===== config.mk =====
export PLATFORM = sky130hd
export DESIGN_NAME = alu_exec
export DESIGN_NICKNAME = d
export VERILOG_FILES = /design/src/rtl/alu_exec.sv
export SDC_FILE = /design/constraint.sdc
export NUM_CORES = 1
export LEC_CHECK = 0
export ABC_CLOCK_PERIOD_IN_PS = 7350
export CORE_UTILIZATION = 51
export CTS_CLUSTER_SIZE = 14
export DETAILED_ROUTE_END_ITERATION = 6
export PLACE_DENSITY = 0.78
export SLEW_MARGIN = 20
export SYNTH_ARGS = -nofsm -noshare
export SYNTH_HDL_FRONTEND = slang
export SYNTH_SLANG_ARGS = --single-unit

===== constraint.sdc =====
create_clock -name clk -period 7.35 [get_ports clk]
set_input_delay 1.47 -clock clk [delete_from_list [all_inputs] [get_ports clk]]
set_output_delay 1.47 -clock clk [all_outputs]
set_load 0.02 [all_outputs]

===== src/rtl/alu_exec.sv =====
// alu_exec: two-stage valid/ready ALU (add, sub, and, or, slt) with illegal-code flag and count.
// Optional macro ALU_OVF_EN adds the ovf output for signed add/sub overflow.
module alu_exec #(
  parameter int WIDTH = 32
) (
  input  logic             clk,
  input  logic             reset,
  input  logic             in_valid,
  output logic             in_ready,
  input  logic [2:0]       alu_ctrl,
  input  logic [WIDTH-1:0] a,
  input  logic [WIDTH-1:0] b,
  output logic             out_valid,
  input  logic             out_ready,
  output logic [WIDTH-1:0] result,
  output logic             zero,
  output logic             err,
  output logic [7:0]       err_count
`ifdef ALU_OVF_EN
  ,
  output logic             ovf
`endif
);

  localparam logic [2:0] OP_ADD = 3'd1;
  localparam logic [2:0] OP_SUB = 3'd2;
  localparam logic [2:0] OP_AND = 3'd3;
  localparam logic [2:0] OP_OR  = 3'd4;
  localparam logic [2:0] OP_SLT = 3'd5;

  logic             s1_valid;
  logic [2:0]       s1_ctrl;
  logic [WIDTH-1:0] s1_a;
  logic [WIDTH-1:0] s1_b;

  logic             s2_valid;
  logic [WIDTH-1:0] s2_result;
  logic             s2_zero;
  logic             s2_err;

  logic             in_fire;
  logic             out_fire;
  logic             s1_adv;

  logic [WIDTH-1:0] sum;
  logic [WIDTH-1:0] diff;
  logic [WIDTH-1:0] alu_result;
  logic             alu_err;

  // S1 may move on whenever S2 is empty or is being drained this cycle
  assign out_fire = s2_valid && out_ready;
  assign s1_adv   = s1_valid && (!s2_valid || out_ready);
  assign in_ready = !s1_valid || s1_adv;
  assign in_fire  = in_valid && in_ready;

  assign sum  = s1_a + s1_b;
  assign diff = s1_a - s1_b;

  always_comb begin
    alu_result = '0;
    alu_err    = 1'b0;
    case (s1_ctrl)
      OP_ADD:  alu_result = sum;
      OP_SUB:  alu_result = diff;
      OP_AND:  alu_result = s1_a & s1_b;
      OP_OR:   alu_result = s1_a | s1_b;
      OP_SLT:  alu_result = {{(WIDTH-1){1'b0}}, ($signed(s1_a) < $signed(s1_b))};
      default: alu_err    = 1'b1;
    endcase
  end

  always_ff @(posedge clk) begin
    if (reset) begin
      s1_valid <= 1'b0;
      s1_ctrl  <= '0;
      s1_a     <= '0;
      s1_b     <= '0;
    end else if (in_fire) begin
      s1_valid <= 1'b1;
      s1_ctrl  <= alu_ctrl;
      s1_a     <= a;
      s1_b     <= b;
    end else if (s1_adv) begin
      s1_valid <= 1'b0;
    end
  end

  // S2 payload only changes on a load, so it stays put under backpressure
  always_ff @(posedge clk) begin
    if (reset) begin
      s2_valid  <= 1'b0;
      s2_result <= '0;
      s2_zero   <= 1'b0;
      s2_err    <= 1'b0;
    end else if (s1_adv) begin
      s2_valid  <= 1'b1;
      s2_result <= alu_result;
      s2_zero   <= (alu_result == '0);
      s2_err    <= alu_err;
    end else if (out_fire) begin
      s2_valid  <= 1'b0;
    end
  end

  always_ff @(posedge clk) begin
    if (reset) begin
      err_count <= 8'd0;
    end else if (out_fire && s2_err && (err_count != 8'hFF)) begin
      err_count <= err_count + 8'd1;
    end
  end

`ifdef ALU_OVF_EN
  logic ovf_add;
  logic ovf_sub;
  logic s2_ovf;

  assign ovf_add = (s1_a[WIDTH-1] == s1_b[WIDTH-1]) && (sum[WIDTH-1]  != s1_a[WIDTH-1]);
  assign ovf_sub = (s1_a[WIDTH-1] != s1_b[WIDTH-1]) && (diff[WIDTH-1] != s1_a[WIDTH-1]);

  always_ff @(posedge clk) begin
    if (reset) begin
      s2_ovf <= 1'b0;
    end else if (s1_adv) begin
      s2_ovf <= ((s1_ctrl == OP_ADD) && ovf_add) || ((s1_ctrl == OP_SUB) && ovf_sub);
    end
  end

  assign ovf = s2_ovf;
`endif

  assign out_valid = s2_valid;
  assign result    = s2_result;
  assign zero      = s2_zero;
  assign err       = s2_err;

endmodule


==> run metrics <==
Cells after Synth=between 1k and 1.5k; Final #Nets=roughly 1.5k; WL/cell=between 15 and 20 um; Slew headroom=between 40 and 50%; DP Area=0.0103 mm^2; Synth Flop Type=dfxtp_1; synth unique cells=slightly below 100; clock buffer depth=2; Slowest-stage cell, CP=clkdlybuf4s50_1; CP Launch Type=primary input; final number of setup-violating endpoints=0; Yosys Warn Count=0; arrival time worst endpoint=about 3000 ps; Cell Rows=48; Global Route Usage Sum=29.8%; fmax=about 220 MHz; Core Region=around 0.017 mm^2; CP Class=in -> out; number of I/O pins=115; initial antenna violation count=0; hold path depth=2; Vias=a little over 9k; asr flop ratio synth=0%; # resized after CTS=0; critical path data required time=just under 6000 ps; Worst Setup End Kind=output port; Synth top cells by count=200 x nand2_1, 146 x a21oi_1, 112 x nor2_1, 111 x dfxtp_1, 97 x ha_1; Total Neg Setup Slack=0 ps; die area=approximately 0.018 mm^2; DP HPWL=20100 um; Worst Hold Class=reg -> reg; Worst-Margin Slew=between 800 and 900 ps; drt via density=around 6.1; Routed WL=roughly 27000 um; die height=136 um; top cells by area, synth=dfxtp_1 24%, ha_1 13%, nand2_1 8.2%; First-pass DRT Iterations=7; Post-synth EDFFs=0; vias in the first global route=roughly 8.5k; CP cell instances=clkdlybuf4s50_1 > nor2b_1 > nand2_1 > clkdlybuf4s50_1; Max Slew Vio Count=0; H-tree levels=3; Initial Utilization=52.5%; Die X=about 140 um; CTS Sinks=111; Crit Path Max Fanout=5; Final Hold Viols=0; count leader, synth=nand2_1; Crit path largest cell delay=between 500 and 600 ps; GR Overflow Total=0; crit path time final=4490 ps; Syn Area/Cell=between 7 and 8 um^2; status=complete, no violations; Detailed Route Iter0 Violations=between 800 and 900; cell mode on critical path=clkdlybuf4s50_1; CTS tree=done; Worst Reg-to-Reg Cells=14; total CTS buffers=9; Buffers on Ports=approximately 110; first-pass GRT wire length=43600 um; DRC=0; Post-Syn Area=~0.009 mm^2; power per cell area=166 mW/mm^2; Yosys reg bits=111; cts hold-fix bufs=0; Antenna Violating Nets Remaining=0; CTS root buffer=clkbuf_16; layout cell share with drive strength beyond 1=5.33%; Filler cells=between 1.5k and 2k; number of diodes=0; Reg clk slew, reported paths=80 ps; Clock Skews=~15 ps; Post-CTS Repair Setup Buffers=0; Synthesized Nets=between 1k and 1.5k; share of the synthesized area in the top cell type=24.3%; Clock Latency Late Sink=about 370 ps; fin area=about 0.011 mm^2; RSZ-0062 raised after global routing=no; sequential area share after synthesis=between 20 and 25%; routability cong.=between 0.9 and 1; largest net degree at the start of global routing=68; Synth-to-Final Area Change=15.7%; top cell type by total area after synthesis=dfxtp_1; Leak=between 0.004 and 0.005 uW; Max VDD drop=around 0.00013 V; fin crit share=between 60% and 70%; max cap viols=0
-- state kept, by name (all words and copies together) (netlist names) --
register / cells
zero: 1
result: 32
s1_b: 32
out_valid: 1
err: 1
s1_ctrl: 3
err_count: 8
s1_valid: 1
s1_a: 32
-- layer usage --
metal  routed length (um)  part of all wire [%]  up-vias  global-route usage [%]
met5                    0                     0        -                       0
met4                  678                   2.5        0                    10.0
met3                 1660                   6.1       56                    4.36
met2                12300                    45      359                    49.4
met1                12500                    46     4308                    39.4
li1                     -                     -     4489                       -
-- stage by stage --
| step | util [%] | setup slack (ps) | hold WS [ps] | total power (uW) | std cells |
|---|---|---|---|---|---|
| floorplan | - | 3990 | 453 | 1080 | 1237 |
| global placement | 59.0 | 2840 | 462 | 1250 | 1504 |
| detailed placement | 59.0 | 2860 | 469 | 1250 | 1504 |
| CTS | 60.7 | 2860 | 481 | 1760 | 1520 |
| global route | 60.7 | 2760 | 503 | 1850 | 1520 |
| finish | 60.7 | 2860 | 477 | 1760 | 1520 |
-- cells by family after synthesis --
kind of cell | synth area share, %
AOI/OAI and AO/OA | 29.9
xor gates and xnor gates | 1.44
buffers and inverters | 7.87
muxes | 1.33
DFF | 24.3
adders and majority gates | 13.7
and+or+nand+nor | 21.4
-- layout make-up --
class,count,area [um^2],share of cell area (%)
multi-input cells,952,6220,58.8
flip-flops and latches,111,2220,21.0
repair buffers,123,1210,11.4
inverters,93,350,3.31
well taps,225,282,2.66
clock buffers,9,225,2.13
clock inverters,7,77.6,0.733
-- worst max-delay path: cells and delay by family --
| kind | cells | cell delay (ps) |
|---|---|---|
| buffers and inverters | 2 | 1020 |
| AND/OR/NAND/NOR | 2 | 530 |
-- path summary, 6_finish.rpt --
kind | to | startpoint | slack [ps]
max | in_ready | out_ready | 2860
min reg2reg | s1_b[31]$_SDFFE_PP0P_ | s1_b[31]$_SDFFE_PP0P_ | 480
min | s1_b[31]$_SDFFE_PP0P_ | s1_b[31]$_SDFFE_PP0P_ | 480
max reg2reg | zero$_SDFFE_PP0P_ | s1_a[0]$_SDFFE_PP0P_ | 3280
-- report_power, final --
part	internal [uW]	total (uW)	switching, uW
Clock	242	505	264
Sequential	635	665	29.7
Combinational	229	587	359
-- layout by cell type (no fill, tap or decap), types with 10 or more instances in the layout --
cell	instances
o221ai_1	15
a21oi_1	146
buf_4	10
a211oi_1	34
inv_1	89
nor2_1	111
a21o_1	18
a31oi_1	10
clkdlybuf4s50_1	113
xnor2_1	10
nor3_1	22
a221oi_1	12
dfxtp_1	111
a221o_1	11
nand4_1	14
nand3_1	20
ha_1	97
o211ai_1	12
nand2_1	199
o21ai_0	33
nor4_1	11
mux2i_1	11
nor2b_1	12
No activity file was read; power rests on OpenSTA's default activity.
==> patch 1 (same settings) <==
Change the parameter `WIDTH` from 32 to 64.
--- a/src/rtl/alu_exec.sv
+++ b/src/rtl/alu_exec.sv
@@ -1,7 +1,7 @@
 // alu_exec: two-stage valid/ready ALU (add, sub, and, or, slt) with illegal-code flag and count.
 // Optional macro ALU_OVF_EN adds the ovf output for signed add/sub overflow.
 module alu_exec #(
-  parameter int WIDTH = 32
+  parameter int WIDTH = 64
 ) (
   input  logic             clk,
   input  logic             reset,
Ports: changed (resized a, b and result); port bits go from 115 to 211. No check against the original RTL was run, so the function may have changed too.
==> patch 1 against the unedited design <==
  * Utilization fell by 0.65 points
  * Cell area rose by 100%
  * Setup slack got worse by 1.1 ns
  * Clock skew rose by 0.0065 ns
  * Largest power group is now combinational cells
  * Synthesized area rose by 100%
  * Sequential cell count rose by 96
  * Wire length rose to 2.7 times the old value
  * Sequential share of layout area fell by 1.6 points
  * Die area rose by 99%
  * Sequential power rose by 88%
  * Total power rose by 120%
==> patch 1: results (changes against the unedited design) <==
[outcome]
outcome = complete, no violations

[global_route]
grt_pass1_wl_um = 112100  ; +160%
grtUsageMet1_pct = 51.13  ; +12 points
antenna_found_initial = 1  ; +1
grt_pass1_vias = 19770  ; +130%
grt_usage_pct = 39.04  ; +9.2 points
grt_max_degree = 88  ; +29%
met2_usage_pct = 62.58  ; +13 points
grtUsageMet3_pct = 6.468  ; +2.1 points
grt_busiest_layer = met2

[synthesis]
ys.flop_type = dfxtp_1
synthesis.nets = 2976  ; +110%
synth_commonest_cells = 437 x nand2_1, 349 x a21oi_1, 233 x nor2_1
synth-seq-area-share_pct = 22.57  ; -1.7 points
syn_inst = 2632  ; +110%
synthTopCellsByArea = dfxtp_1 23%, ha_1 14%, a21oi_1 9.5%

[sta]
finalCritPeriodShare_pct = 75.97  ; +15 points
tightestPinTransition_ns = 1.205  ; +0.3658 ns
clock_skew_ns = 0.02110  ; +0.006470 ns

[routing]
drt-pass1-iter-count = 6  ; -1
drt-initial-drc-count = 2429  ; +200%
wl_um = 73940  ; +170%

[power]
comb-power_mw = 1.32  ; +120%
clkPwrFrac_pct = 32.1  ; +3.3 points
p_comb_share_pct = 34.8  ; +1.4 points
p_leak_nw = 8.168  ; +97%
ir_worst_vdd_uv = 252.7  ; +98%

[setup_path]
cp.arrival_ns = 6.06  ; +3.04 ns
crit_path_max_incr_delay_ns = 0.93  ; +0.35 ns
cp_num_cells = 15  ; +11
path_max_fanout = 6  ; +1
r2r_slack_ns = 1.77  ; -1.51 ns
criticalPathCategory = flop to flop
regToRegStartpoint = s1_b[0]$_SDFFE_PP0P_
slowest_stage = nor3_1

[finish]
drive_gt1_share_pct = 3.729  ; -1.6 points
layout.cells.non_filler = 3196  ; +110%
nFillCells = 3279  ; +100%
nNetsFinal = 3062  ; +110%

[placement]
port_buffers = 210  ; +84%
hpwl_um = 55120  ; +170%
dp_slack_ns = 1.989  ; -0.8735 ns
gp_congestion = 1.052  ; +11%

[clock_tree]
clkLatencyLatePin_ns = 0.57  ; +0.20 ns
cts_buffers = 25  ; +16
cts-root-buf = clkbuf_16
cts_buffer_depth = 3  ; +1

patch 1: changes by cell type after synthesis, sizes merged, moves of 96 or more:
cell and delta:
a21oi +203, dfxtp +96, ha +110, inv +109, nand2 +236, nor2 +120
patch 1: worst min-delay path by stage:
stage,startpoint,to,slack [ns],depth (start not counted)
6_report,result[26]$_SDFFE_PP0P_,result[26]$_SDFFE_PP0P_,0.47,2
5_1_grt,s1_b[36]$_SDFFE_PP0P_,s1_b[36]$_SDFFE_PP0P_,0.49,2
4_1_cts,result[5]$_SDFFE_PP0P_,result[5]$_SDFFE_PP0P_,0.47,2
3_5_place_dp,result[5]$_SDFFE_PP0P_,result[5]$_SDFFE_PP0P_,0.45,2
3_3_place_gp,result[1]$_SDFFE_PP0P_,result[1]$_SDFFE_PP0P_,0.45,2
2_1_floorplan,s1_b[11]$_SDFFE_PP0P_,s1_b[11]$_SDFFE_PP0P_,0.45,2
patch 1: kinds of logic (layout without fill, tap and decap cells):
kind of cell / Yosys count / in the layout / share of synthesized area (%)
compound gates: 861 / 861 / 30.59
xor+xnor: 30 / 30 / 1.431
fa+ha+maj: 209 / 209 / 14.32
buf+inv: 369 / 472 / 7.686
flops: 207 / 207 / 22.57
mux: 11 / 11 / 0.6132
simple gates: 945 / 945 / 22.80
patch 1: metal layers:
layer / up-vias / share of wire (%)
met5: - / 0.016
met4: 2 / 4.7
met3: 236 / 8.6
met2: 1127 / 44
met1: 9782 / 42
li1: 9500 / -
patch 1: cell type report:
cell class                      count  area, sq um  share of cell area (%)
Multi-Input combinational cell   2056        12840                   60.23
Sequential cell                   207         4144                   19.43
Timing Repair Buffer              227         2231                   10.46
Inverter                          201        754.5                   3.538
Clock buffer                       29        660.6                   3.098
Tap cell                          461        576.8                   2.705
Clock inverter                     15        113.9                  0.5339
==> patch 2 (same settings) <==
Without the edit above. Put one more register stage on the output `err_count`, cleared by the reset. The value now appears one clock later. The other outputs are not delayed to match.
--- a/src/rtl/alu_exec.sv
+++ b/src/rtl/alu_exec.sv
@@ -27,6 +27,8 @@
   localparam logic [2:0] OP_AND = 3'd3;
   localparam logic [2:0] OP_OR  = 3'd4;
   localparam logic [2:0] OP_SLT = 3'd5;
+
+  logic [7:0] err_count_s0;
 
   logic             s1_valid;
   logic [2:0]       s1_ctrl;
@@ -104,9 +106,9 @@
 
   always_ff @(posedge clk) begin
     if (reset) begin
-      err_count <= 8'd0;
-    end else if (out_fire && s2_err && (err_count != 8'hFF)) begin
-      err_count <= err_count + 8'd1;
+      err_count_s0 <= 8'd0;
+    end else if (out_fire && s2_err && (err_count_s0 != 8'hFF)) begin
+      err_count_s0 <= err_count_s0 + 8'd1;
     end
   end
 
@@ -134,5 +136,13 @@
   assign zero      = s2_zero;
   assign err       = s2_err;
 
+  always_ff @(posedge clk) begin
+    if (reset) begin
+      err_count <= '0;
+    end else begin
+      err_count <= err_count_s0;
+    end
+  end
+
 endmodule
 
Function: changed (a bounded check fails within 4 cycles, from zero or initial values and one cycle with reset high).
==> patch 2 against the unedited design <==
  * Sequential power increased by 6.9%
  * Count of clock-buffer cells in the layout increased by 10
  * Combinational power increased by 0.7%
  * Synthesized area rose by 2.9%
  * Setup slack got worse by 0.085 ns
  * Sequential cell count increased by 8
  * Die area rose by 2.9%
  * Utilization rose by 0.98 points
  * Clock power up 54%
  * Wire length grew 8.1%
  * Critical endpoint is now zero$_SDFFE_PP0P_
  * Total power is 18% higher
  * Cell area up 5.2%
  * Register-to-register slack worse by 0.51 ns
==> patch 2: results (changes against the unedited design) <==
[placement]
dp_slack_ns = 2.904  ; +0.04095 ns
hpwl_um = 21020  ; +4.8%
gp_congestion = 1.029  ; +8.3%
postPlaceCellArea_sq_mm = 0.01059  ; +3.0%

[setup_path]
regToRegStartpoint = s1_a[5]$_SDFFE_PP0P_
cp.arrival_ns = 4.95  ; +1.93 ns
r2r_slack_ns = 2.77  ; -0.51 ns
crit_path_max_incr_delay_ns = 0.70  ; +0.12 ns
slowest_stage = a2111oi_0

[routing]
wl_um = 29330  ; +8.1%
wl_met3_um = 1888  ; +14%
wl_met2_um = 13390  ; +8.5%
num_vias = 9795  ; +6.3%
drt-initial-drc-count = 885  ; +8.3%
wl_met1_um = 12960  ; +3.9%
drt-pass1-iter-count = 5  ; -2

[min_path]
min_from = result[7]$_SDFFE_PP0P_
min_to = result[7]$_SDFFE_PP0P_

[synthesis]
synthesis.nets = 1472  ; +4.6%
synth.distinct_cells = 83  ; -14%
synth-seq-area-share_pct = 25.32  ; +1.0 points
synthTopCellsByArea = dfxtp_1 25%, ha_1 13%, nand2_1 8.3%
synth_commonest_cells = 209 x nand2_1, 150 x a21oi_1, 126 x nor2_1
syn_inst = 1302  ; +5.3%

[global_route]
grt_pass1_wl_um = 46890  ; +7.5%
grt_pass1_vias = 9159  ; +7.2%
grt_usage_pct = 31.73  ; +1.9 points

[sta]
clock_skew_ns = 0.01350  ; -0.001125 ns

[clock_tree]
h-tree-depth = 4  ; +1
clkLatencyLatePin_ns = 0.43  ; +0.06 ns
clk_pin_slew_ns = 0.06  ; -0.02 ns
cts_buffers = 17  ; +8

[finish]
layout.cells.non_filler = 1603  ; +5.5%
nFillCells = 1702  ; +6.2%
drive_gt1_share_pct = 5.822  ; +0.49 points

[power]
p_int_mw = 1.355  ; +23%

[outcome]
outcome = complete, no violations

patch 2: changes by cell type after synthesis, sizes merged, moves of 5 or more:
cell / delta
nand2b: +5
clkbuf: +7
inv: +7
nor2b: +6
nor2: +13
o31ai: +7
nand2: +8
a221oi: -6
a21o: -6
dfxtp: +8
o221ai: -5
patch 2: worst max-delay path by stage:
stage                                     from                end  slack [ns]  cells after the start
after floorplan           s1_a[0]$_SDFFE_PP0P_  zero$_SDFFE_PP0P_        3.66                     14
after global placement               out_ready           in_ready        2.96                      4
after detailed placement             out_ready           in_ready        2.90                      4
after CTS                            out_ready           in_ready        2.91                      4
after global routing      s1_a[9]$_SDFFE_PP0P_  zero$_SDFFE_PP0P_        2.67                     13
final                     s1_a[5]$_SDFFE_PP0P_  zero$_SDFFE_PP0P_        2.77                     13
patch 2: power by group through the flow:
stage / Combinational, mW / Clock (mW) / Sequential (mW)
after floorplan: 0.386 / 0 / 0.730
after global placement: 0.574 / 0 / 0.722
after detailed placement: 0.575 / 0 / 0.724
after CTS: 0.579 / 0.787 / 0.710
after global routing: 0.646 / 0.813 / 0.716
final: 0.591 / 0.779 / 0.711
patch 2: tightest hold or removal path, stage by stage (launching register included):
cell and delay [ns]:
dfxtp_1 0.31, nand2_1 0.05, a21oi_1 0.05
patch 2: logic make-up after synthesis:
group / Yosys count / share of synthesized area, %
AOI/OAI and AO/OA: 392 / 28.30
xor gates and xnor gates: 10 / 0.9309
adders and majority gates: 99 / 13.33
buffers and inverters: 183 / 7.621
DFF: 119 / 25.32
muxes: 8 / 0.8645
and+or+nand+nor: 491 / 23.63
patch 2: area by class of cell:
| class | count | area (sq um) | area share (%) |
|---|---|---|---|
| well taps | 229 | 286.5 | 2.575 |
| multi-input cells | 1000 | 6326 | 56.86 |
| flip-flops and latches | 119 | 2382 | 21.41 |
| repair buffers | 125 | 1221 | 10.98 |
| clock buffers | 19 | 442.9 | 3.981 |
| clock inverters | 12 | 95.09 | 0.8547 |
| inverters | 99 | 371.6 | 3.340 |
patch 2: layer usage:
metal / vias up / GRT usage, %
met3: 83 / 5.114
met1: 4538 / 40.98
met5: - / 0
li1: 4722 / -
met2: 452 / 51.76
met4: 0 / 14.07
